## config.mk

```make
export PLATFORM = sky130hd
export DESIGN_NAME = sync_fifo_flags
export DESIGN_NICKNAME = d
export VERILOG_FILES = /design/src/rtl/sync_fifo_pkg.sv /design/src/rtl/fifo_ram.sv /design/src/rtl/sync_fifo_flags.sv
export SDC_FILE = /design/constraint.sdc
export NUM_CORES = 1
export LEC_CHECK = 0
export ABC_AREA = 1
export BUFFER_PORTS_ARGS = -buffer_cell sky130_fd_sc_hd__clkbuf_2
export CAP_MARGIN = 0
export CELL_PAD_IN_SITES_DETAIL_PLACEMENT = 1
export CELL_PAD_IN_SITES_GLOBAL_PLACEMENT = 1
export CORE_UTILIZATION = 50
export CTS_CLUSTER_DIAMETER = 150
export DETAILED_ROUTE_END_ITERATION = 16
export HOLD_SLACK_MARGIN = 0.1
export PLACE_DENSITY_LB_ADDON = 0.12
export SLEW_MARGIN = 15
export SYNTH_ARGS = -nofsm -noshare
export SYNTH_HDL_FRONTEND = slang
export SYNTH_SLANG_ARGS = --single-unit
```

## constraint.sdc

```tcl
create_clock -name i_clk -period 4.09 [get_ports i_clk]
set_clock_uncertainty 0.05 [all_clocks]
set_input_delay 0.409 -clock i_clk [delete_from_list [all_inputs] [get_ports i_clk]]
set_output_delay 0.409 -clock i_clk [all_outputs]
set_load 0.05 [all_outputs]
```

## src/rtl/sync_fifo_pkg.sv

```systemverilog
// Shared definitions for the single-clock FIFO: read-mode encodings,
// depth derivation and a parameter sanity check used at elaboration.
package sync_fifo_pkg;

  localparam int FIFO_MODE_STD  = 0;
  localparam int FIFO_MODE_FWFT = 1;

  // Number of words held by a FIFO with the given address width.
  function automatic int fifo_depth(input int addr_width);
    return 1 << addr_width;
  endfunction

  // True when the parameter set describes a buildable FIFO.
  function automatic bit fifo_params_ok(input int data_width, input int addr_width,
                                        input int fwft, input int af_level,
                                        input int ae_level);
    int depth;
    depth = 1 << addr_width;
    return (data_width >= 1) &&
           (addr_width >= 1) && (addr_width <= 12) &&
           ((fwft == FIFO_MODE_STD) || (fwft == FIFO_MODE_FWFT)) &&
           (af_level >= 1) && (af_level <= depth) &&
           (ae_level >= 0) && (ae_level <= depth - 1);
  endfunction

endpackage

```

## src/rtl/fifo_ram.sv

```systemverilog
// Simple dual-port storage: one registered write port, one asynchronous
// read port. Contents are deliberately left unreset.
module fifo_ram #(
  parameter int DATAWIDTH  = 8,
  parameter int ADDR_WIDTH = 3
) (
  input  logic                  i_clk,
  input  logic                  i_we,
  input  logic [ADDR_WIDTH-1:0] i_waddr,
  input  logic [DATAWIDTH-1:0]  i_wdata,
  input  logic [ADDR_WIDTH-1:0] i_raddr,
  output logic [DATAWIDTH-1:0]  o_rdata
);

  logic [DATAWIDTH-1:0] r_mem [0:(1 << ADDR_WIDTH)-1];

  // Write port: store the word on an accepted write.
  always_ff @(posedge i_clk) begin
    if (i_we) begin
      r_mem[i_waddr] <= i_wdata;
    end
  end

  assign o_rdata = r_mem[i_raddr];

endmodule

```

## src/rtl/sync_fifo_flags.sv

```systemverilog
// Single-clock FIFO with exact fill count, programmable almost-full/empty
// thresholds, standard or first-word-fall-through read, and sticky
// overflow/underflow error flags.
module sync_fifo_flags
  import sync_fifo_pkg::*;
#(
  parameter int DATAWIDTH  = 8,
  parameter int ADDR_WIDTH = 3,
  parameter int FWFT       = FIFO_MODE_STD,
  parameter int AF_LEVEL   = fifo_depth(ADDR_WIDTH) - 1,
  parameter int AE_LEVEL   = 1
) (
  input  logic                  i_clk,
  input  logic                  i_rst,
  input  logic [DATAWIDTH-1:0]  i_wdata,
  input  logic                  i_winc,
  input  logic                  i_rinc,
  input  logic                  i_clr_err,
  output logic [DATAWIDTH-1:0]  o_rdata,
  output logic                  o_rvalid,
  output logic                  o_wfull,
  output logic                  o_rempty,
  output logic                  o_almost_full,
  output logic                  o_almost_empty,
  output logic [ADDR_WIDTH:0]   o_count,
  output logic                  o_overflow,
  output logic                  o_underflow
);

  localparam int DEPTH = fifo_depth(ADDR_WIDTH);
  localparam logic [ADDR_WIDTH:0] LP_DEPTH = (ADDR_WIDTH+1)'(DEPTH);
  localparam logic [ADDR_WIDTH:0] LP_AF    = (ADDR_WIDTH+1)'(AF_LEVEL);
  localparam logic [ADDR_WIDTH:0] LP_AE    = (ADDR_WIDTH+1)'(AE_LEVEL);

  if (!fifo_params_ok(DATAWIDTH, ADDR_WIDTH, FWFT, AF_LEVEL, AE_LEVEL)) begin : g_bad_params
    $error("sync_fifo_flags: illegal parameter combination");
  end

  logic [ADDR_WIDTH:0]  r_wptr, r_rptr, r_count;
  logic [ADDR_WIDTH:0]  w_wptr_next, w_rptr_next, w_count_next;
  logic                 r_empty, r_full, r_af, r_ae, r_ovf, r_udf;
  logic                 w_rd_acc, w_wr_acc;
  logic [DATAWIDTH-1:0] w_ram_rdata;

  // A full FIFO still takes a write when a read frees a slot in the same cycle.
  assign w_rd_acc = i_rinc & ~r_empty;
  assign w_wr_acc = i_winc & (~r_full | w_rd_acc);

  assign w_wptr_next  = r_wptr + {{ADDR_WIDTH{1'b0}}, w_wr_acc};
  assign w_rptr_next  = r_rptr + {{ADDR_WIDTH{1'b0}}, w_rd_acc};
  // Pointers run modulo 2*DEPTH, so their difference is the exact fill level
  // (identical to count + wr_acc - rd_acc).
  assign w_count_next = w_wptr_next - w_rptr_next;

  fifo_ram #(
    .DATAWIDTH (DATAWIDTH),
    .ADDR_WIDTH(ADDR_WIDTH)
  ) u_ram (
    .i_clk  (i_clk),
    .i_we   (w_wr_acc),
    .i_waddr(r_wptr[ADDR_WIDTH-1:0]),
    .i_wdata(i_wdata),
    .i_raddr(r_rptr[ADDR_WIDTH-1:0]),
    .o_rdata(w_ram_rdata)
  );

  // Pointers, count and status flags, all registered from the next count.
  always_ff @(posedge i_clk) begin
    if (i_rst) begin
      r_wptr  <= '0;
      r_rptr  <= '0;
      r_count <= '0;
      r_empty <= 1'b1;
      r_full  <= 1'b0;
      r_af    <= (LP_AF == '0);
      r_ae    <= 1'b1;
    end else begin
      r_wptr  <= w_wptr_next;
      r_rptr  <= w_rptr_next;
      r_count <= w_count_next;
      r_empty <= (w_count_next == '0);
      r_full  <= (w_count_next == LP_DEPTH);
      r_af    <= (w_count_next >= LP_AF);
      r_ae    <= (w_count_next <= LP_AE);
    end
  end

  // Sticky error flags; a new error in the clearing cycle keeps the flag set.
  always_ff @(posedge i_clk) begin
    if (i_rst) begin
      r_ovf <= 1'b0;
      r_udf <= 1'b0;
    end else begin
      r_ovf <= (i_winc & ~w_wr_acc) | (r_ovf & ~i_clr_err);
      r_udf <= (i_rinc & ~w_rd_acc) | (r_udf & ~i_clr_err);
    end
  end

  if (FWFT == FIFO_MODE_FWFT) begin : g_fwft
    // Head word is presented directly; masked to zero while empty.
    assign o_rdata  = r_empty ? '0 : w_ram_rdata;
    assign o_rvalid = ~r_empty;
  end else begin : g_std
    logic [DATAWIDTH-1:0] r_rdata;
    logic                 r_rvalid;

    // Output register: captures the head word on each accepted read.
    always_ff @(posedge i_clk) begin
      if (i_rst) begin
        r_rdata  <= '0;
        r_rvalid <= 1'b0;
      end else begin
        r_rvalid <= w_rd_acc;
        if (w_rd_acc) begin
          r_rdata <= w_ram_rdata;
        end
      end
    end

    assign o_rdata  = r_rdata;
    assign o_rvalid = r_rvalid;
  end

  assign o_count        = r_count;
  assign o_rempty       = r_empty;
  assign o_wfull        = r_full;
  assign o_almost_full  = r_af;
  assign o_almost_empty = r_ae;
  assign o_overflow     = r_ovf;
  assign o_underflow    = r_udf;

endmodule

```

==> results of run 1 <==
[final cells by class]
class | count | area [sq um] | share of cell area [%]
flip-flops and latches | 91 | 2460 | 59.5
repair buffers | 33 | 170 | 4.11
multi-input cells | 183 | 988 | 23.9
clock inverters | 6 | 81.3 | 1.96
well taps | 99 | 124 | 2.99
inverters | 50 | 188 | 4.53
clock buffers | 9 | 124 | 2.99
[cell families (layout without fill, tap and decap cells)]
kind of cell    after synthesis  count (layout)  share of synthesized area, %
fa+ha+maj                     8               8                          2.87
xor+xnor                      2               2                         0.467
compound gates               87              87                          12.5
buf+inv                      65              98                          8.00
simple gates                 86              86                          10.5
flops                        91              91                          65.6
[layout by cell type, fill, tap and decap left out, types with 8 or more instances in the layout]
cell type	count
o21ai_0	24
dfxtp_1	26
a21oi_1	35
inv_1	48
clkbuf_8	9
clkbuf_2	31
nand2_1	38
o21ai_1	16
nor2_1	19
o211ai_1	8
edfxtp_1	64
nand3_1	13
[power breakdown]
part | switching [mW] | total (mW) | leakage [nW] | internal (mW)
combinational | 0.510 | 0.681 | 0.725 | 0.171
clock | 0.307 | 0.644 | 0.104 | 0.337
sequential | 0.0409 | 1.12 | 0.803 | 1.08
total | 0.858 | 2.45 | 1.63 | 1.59
[sequential cells by signal (all words and copies together), names as in the netlist]
signal / flops
o_almost_empty: 1
o_almost_full: 1
o_count: 4
o_overflow: 1
o_rdata: 8
o_rempty: 1
o_rvalid: 1
o_underflow: 1
o_wfull: 1
r_rptr: 4
r_wptr: 4
u_ram.r_mem: 64
[worst register-to-register path, cell delays in order (launching register included)]
cell	delay [ns]
dfxtp_1	0.36
nor2_4	0.31
inv_2	0.09
a21boi_2	0.22
ha_1	0.30
ha_1	0.20
or2_2	0.13
nand2_1	0.06
ha_1	0.34
a21oi_1	0.15
nand2_1	0.10
nand3b_1	0.18
nand2_2	0.09
nand2_2	0.07
nor2_2	0.08
[through the flow]
stage / worst slack, ns / area [sq um]
after global placement: 1.32 / 3930
after global routing: 1.05 / 4140
after CTS: 1.29 / 4140
after detailed placement: 1.17 / 3930
after floorplan: 1.43 / 3750
final: 1.31 / 4140
[routing by layer]
layer	global-route usage, %	vias to the layer above	routed length (microns)
met2	38.3	54	3880
li1	-	1213	-
met3	5.13	11	303
met1	28.5	1161	3540
met4	8.80	0	133
met5	0	-	0
[how the worst min path moves through the flow]
stage | start | endpoint | slack (ns)
floorplan | i_wdata[0] | u_ram.r_mem[0][0] | 0.46
global route | i_rinc | o_underflow | 0.27
global placement | o_underflow | o_underflow | 0.40
detailed placement | o_overflow | o_overflow | 0.41
CTS | i_rinc | o_underflow | 0.24
finish | i_rinc | o_underflow | 0.25
==> flow_summary.json, run 1 <==
{
  "wl_mm": 7.85,
  "yosysMostFrequentCell": "edfxtp_1",
  "max-cap-violations": 0,
  "ios": 32,
  "synth_cell_types": 30,
  "drcViolationCount": 0,
  "path_buf_inv": 1,
  "crit_chain": "nor2_4 > inv_2 > a21boi_2 > ha_1 > ha_1 > or2_2 > nand2_1 > ha_1 > a21oi_1 > nand2_1 > nand3b_1 > nand2_2 > nand2_2 > nor2_2",
  "setup_tns_ns": 0,
  "grt-ovfl-total": 0,
  "antenna_found_initial": 0,
  "finalNonFillerCells": 471,
  "numPortBuffers": 31,
  "p_leak_nw": 1.63,
  "viasPerCell": 5.18,
  "ctsRootBufferMaster": "clkbuf_8",
  "whs_path_depth": 3,
  "final_core_util_pct": 57.1,
  "ir_worst_vdd_mv": 0.250,
  "startpoint": "o_rempty",
  "synth.area.top_cells": "edfxtp_1 (51%), dfxtp_1 (14%), inv_1 (4.8%)",
  "yosysWarnings": 0,
  "rr_startpoint": "o_rempty",
  "worst_slew_pin_slew_ns": 0.856,
  "synth-seq-cells": 91,
  "r2r_cells": 14,
  "netlist_area_sq_um": 3750,
  "drt_iter0_markers": 107,
  "synth_ff_type": "edfxtp_1",
  "yosys.area.top_type_share_pct": 51.2,
  "cts_tree": "done",
  "rsz0062_at_grt": "false",
  "cts.htree.levels": 3,
  "grt_pass1_wl_mm": 12.4,
  "hold_violations": 0,
  "place_inst": 456,
  "syn_nets": 360,
  "diodes": 0,
  "clk_latency_ns": 0.36,
  "synth-seq-area-share_pct": 65.6,
  "relSlewSlack_pct": 42.7,
  "clock.fmax_mhz": 359,
  "reg2reg_slack_ns": 1.31,
  "die_h_microns": 88.6,
  "crit_type": "flip-flop to flip-flop",
  "min_period_ns": 2.78,
  "grtUsageTotal_pct": 22.7,
  "firstDrtPassIters": 4,
  "dieWidth_microns": 88.6,
  "cts_resized": 0,
  "num_rows": 31,
  "crit_path_start_kind": "flip-flop",
  "maxSlewViolCount": 0,
  "ys_async_sr_fraction_pct": 0,
  "powerDensity_nw_per_um2": 592,
  "timing.final.crit_share_pct": 68.0,
  "status": "finished clean",
  "crit_path_top_delay_cell": "dfxtp_1",
  "layout-drive-gt1-share_pct": 16.7,
  "end_kind": "flip-flop",
  "clk_pin_slew_ns": 0.09,
  "hp-class": "input port to flip-flop",
  "grt_pass1_vias": 2492,
  "dp_hpwl_mm": 5.31,
  "endpoint": "o_wfull",
  "crit_arrival_ns": 3.04,
  "post-cts-setup-buffer-count": 0,
  "synthCells": 339,
  "wl_per_cell_microns": 16.7,
  "r2r-end": "o_wfull",
  "holdWs_ns": 0.254,
  "critical-path-max-stage-delay_ns": 0.36,
  "dieArea_sq_um": 7850,
  "avgSynthCellArea_sq_um": 11.1,
  "cts_buffer_depth": 2,
  "core_sq_um": 7250,
  "critical-path-top-delay-family": "simple AND/OR/NAND/NOR gates",
  "worst-endpoint-required_ns": 4.35,
  "grt_max_degree": 65,
  "clock_sinks": 91,
  "gp_congestion": 0.782,
  "total_power_mw": 2.45,
  "start_util_pct": 51.7,
  "synth_common_cells": "edfxtp_1 (64), inv_1 (48), nand2_1 (38)",
  "finalSetupViolations": 0,
  "ant_nets": 0,
  "fin_nets": 389,
  "critPathMaxFanout": 18,
  "yosys.area.top_type": "edfxtp_1",
  "area_delta_synth_final_pct": 10.3,
  "path_common_cell": "ha_1",
  "ctsHoldBuffers": 0,
  "cts_buffers": 9,
  "synth_edf_count": 64,
  "n_fill_cell": 807,
  "critical_path_depth": 14,
  "vias": 2439
}
Note: power is estimated with default switching activity, not from simulation.
==> run 2, diff against run 1 <==
--- a/config.mk
+++ b/config.mk
@@ -10,7 +10,7 @@
 export CAP_MARGIN = 0
 export CELL_PAD_IN_SITES_DETAIL_PLACEMENT = 1
 export CELL_PAD_IN_SITES_GLOBAL_PLACEMENT = 1
-export CORE_UTILIZATION = 50
+export CORE_UTILIZATION = 47
 export CTS_CLUSTER_DIAMETER = 150
 export DETAILED_ROUTE_END_ITERATION = 16
 export HOLD_SLACK_MARGIN = 0.1
==> constraint.sdc (replaced) <==
create_clock -name i_clk -period 2.76 [get_ports i_clk]
set_clock_uncertainty 0.05 [all_clocks]
set_input_delay 0.276 -clock i_clk [delete_from_list [all_inputs] [get_ports i_clk]]
set_output_delay 0.276 -clock i_clk [all_outputs]
set_load 0.05 [all_outputs]
==> flow_summary.json, run 2 (synthesis results as in run 1) <==
{
  "max-cap-violations": 0,
  "grt-ovfl-total": 0,
  "finalSetupViolations": 0,
  "cts_buffer_depth": 2,
  "status": "finished clean",
  "hp-class": "input port to flip-flop",
  "clock_sinks": 91,
  "sw_frac_of_total_pct": 35.3,
  "post-cts-setup-buffer-count": 0,
  "drcViolationCount": 0,
  "maxSlewViolCount": 0,
  "grt_pass1_vias": 2511,
  "timing.final.crit_share_pct": 88.7,
  "numPortBuffers": 31,
  "critPathMaxFanout": 4,
  "cts_buffers": 9,
  "drt_iter0_markers": 131,
  "hold_violations": 0,
  "largest_register_ffs": 64,
  "ios": 32,
  "core_sq_um": 7730,
  "setup_tns_ns": 0,
  "rsz0062_at_grt": "false",
  "min_period_ns": 2.45,
  "gp_congestion": 0.786,
  "ctsHoldBuffers": 0,
  "powerDensity_nw_per_um2": 871,
  "diodes": 0,
  "firstDrtPassIters": 4,
  "cts_resized": 0,
  "finalNonFillerCells": 485,
  "grtUsageTotal_pct": 21.2,
  "dieWidth_microns": 91.3,
  "worst-endpoint-required_ns": 2.96,
  "p_leak_nw": 1.70,
  "end_kind": "flip-flop",
  "combPwrFrac_pct": 28.1,
  "fin_nets": 399,
  "cts.htree.levels": 3,
  "seqPwrFrac_pct": 45.0,
  "clk_latency_ns": 0.35,
  "start_util_pct": 48.5,
  "mostFrequentLayoutCells": "edfxtp_1 (64), inv_1 (48), nand2_1 (38), a21oi_1 (35), clkbuf_2 (31)",
  "ir_worst_vdd_mv": 0.394,
  "ctsRootBufferMaster": "clkbuf_8",
  "die_h_microns": 91.3,
  "p_clk_share_pct": 26.9,
  "grt_pass1_wl_mm": 13.1,
  "final_common_cell": "edfxtp_1",
  "crit_type": "flip-flop to flip-flop",
  "regMostFlops": "u_ram.r_mem",
  "vias": 2508,
  "cts_tree": "done",
  "wl_per_cell_microns": 16.6,
  "p_int_mw": 2.39,
  "layout-drive-gt1-share_pct": 19.8,
  "wl_mm": 8.05,
  "relSlewSlack_pct": 59.5,
  "worst_slew_pin_slew_ns": 0.607,
  "crit_path_start_kind": "flip-flop",
  "antenna_found_initial": 0,
  "dieArea_sq_um": 8340,
  "clock.fmax_mhz": 408,
  "dp_hpwl_mm": 5.57,
  "num_rows": 32,
  "crit_arrival_ns": 2.65,
  "ant_nets": 0,
  "area_delta_synth_final_pct": 13.2,
  "viasPerCell": 5.17,
  "grt_max_degree": 65,
  "p_switching_mw": 1.30,
  "clk_pin_slew_ns": 0.09,
  "place_inst": 469
}
run 2: changes by cell type in the layout (fill, tap and decap cells not counted), sizes merged:
cell	previous run	this run
clkinv	4	2
inv	50	52
clkinvlp	0	1
buf	2	12
run 2: final timing paths:
kind | from | endpoint | slack (ns) | cells after the start
min | i_rinc | o_underflow | 0.13 | 3
min reg2reg | o_underflow | o_underflow | 0.42 | 2
max reg2reg | o_rempty | o_rempty | 0.31 | 10
max | o_rempty | o_rempty | 0.31 | 10
run 2: layer usage:
layer | GRT usage [%] | wire length, microns
met5 | 0 | 0
met1 | 28.3 | 3630
met2 | 34.2 | 3860
met4 | 6.75 | 107
met3 | 5.28 | 450
run 2: critical path, stage by stage, from the launching register on:
cell,delay [ns]
dfxtp_1,0.36
nor2_4,0.13
inv_2,0.06
a21boi_4,0.19
ha_2,0.27
ha_1,0.30
fa_1,0.47
xor2_1,0.21
inv_1,0.11
nand3_1,0.12
o21bai_1,0.08
run 2: metrics by stage:
| step | cell area [sq um] | hold slack [ns] | utilization [%] | power, mW | worst slack (ns) |
|---|---|---|---|---|---|
| 2_1_floorplan | 3750 | 0.325 | - | 2.48 | 0.105 |
| 3_3_place_gp | 4010 | 0.400 | 51.9 | 2.69 | 0.321 |
| 3_5_place_dp | 4010 | 0.409 | 51.9 | 2.73 | 0.120 |
| 4_1_cts | 4240 | 0.111 | 54.8 | 3.73 | 0.160 |
| 5_1_grt | 4250 | 0.138 | 54.9 | 3.89 | 0.0531 |
| 6_report | 4250 | 0.131 | 54.9 | 3.70 | 0.312 |
run 2: cell type report:
cell class	count	area, sq um
repair buffers	43	245
inverters	50	188
clock buffers	9	124
fillers	854	3480
multi-input cells	183	998
flip-flops and latches	91	2460
well taps	102	128
clock inverters	7	98.8
run 2: power groups by stage:
stage	clock, mW	sequential [mW]	combinational [mW]
floorplan	0	1.98	0.502
global placement	0	1.69	1.00
detailed placement	0	1.70	1.03
CTS	1.03	1.67	1.04
global route	1.08	1.68	1.13
finish	0.994	1.67	1.04
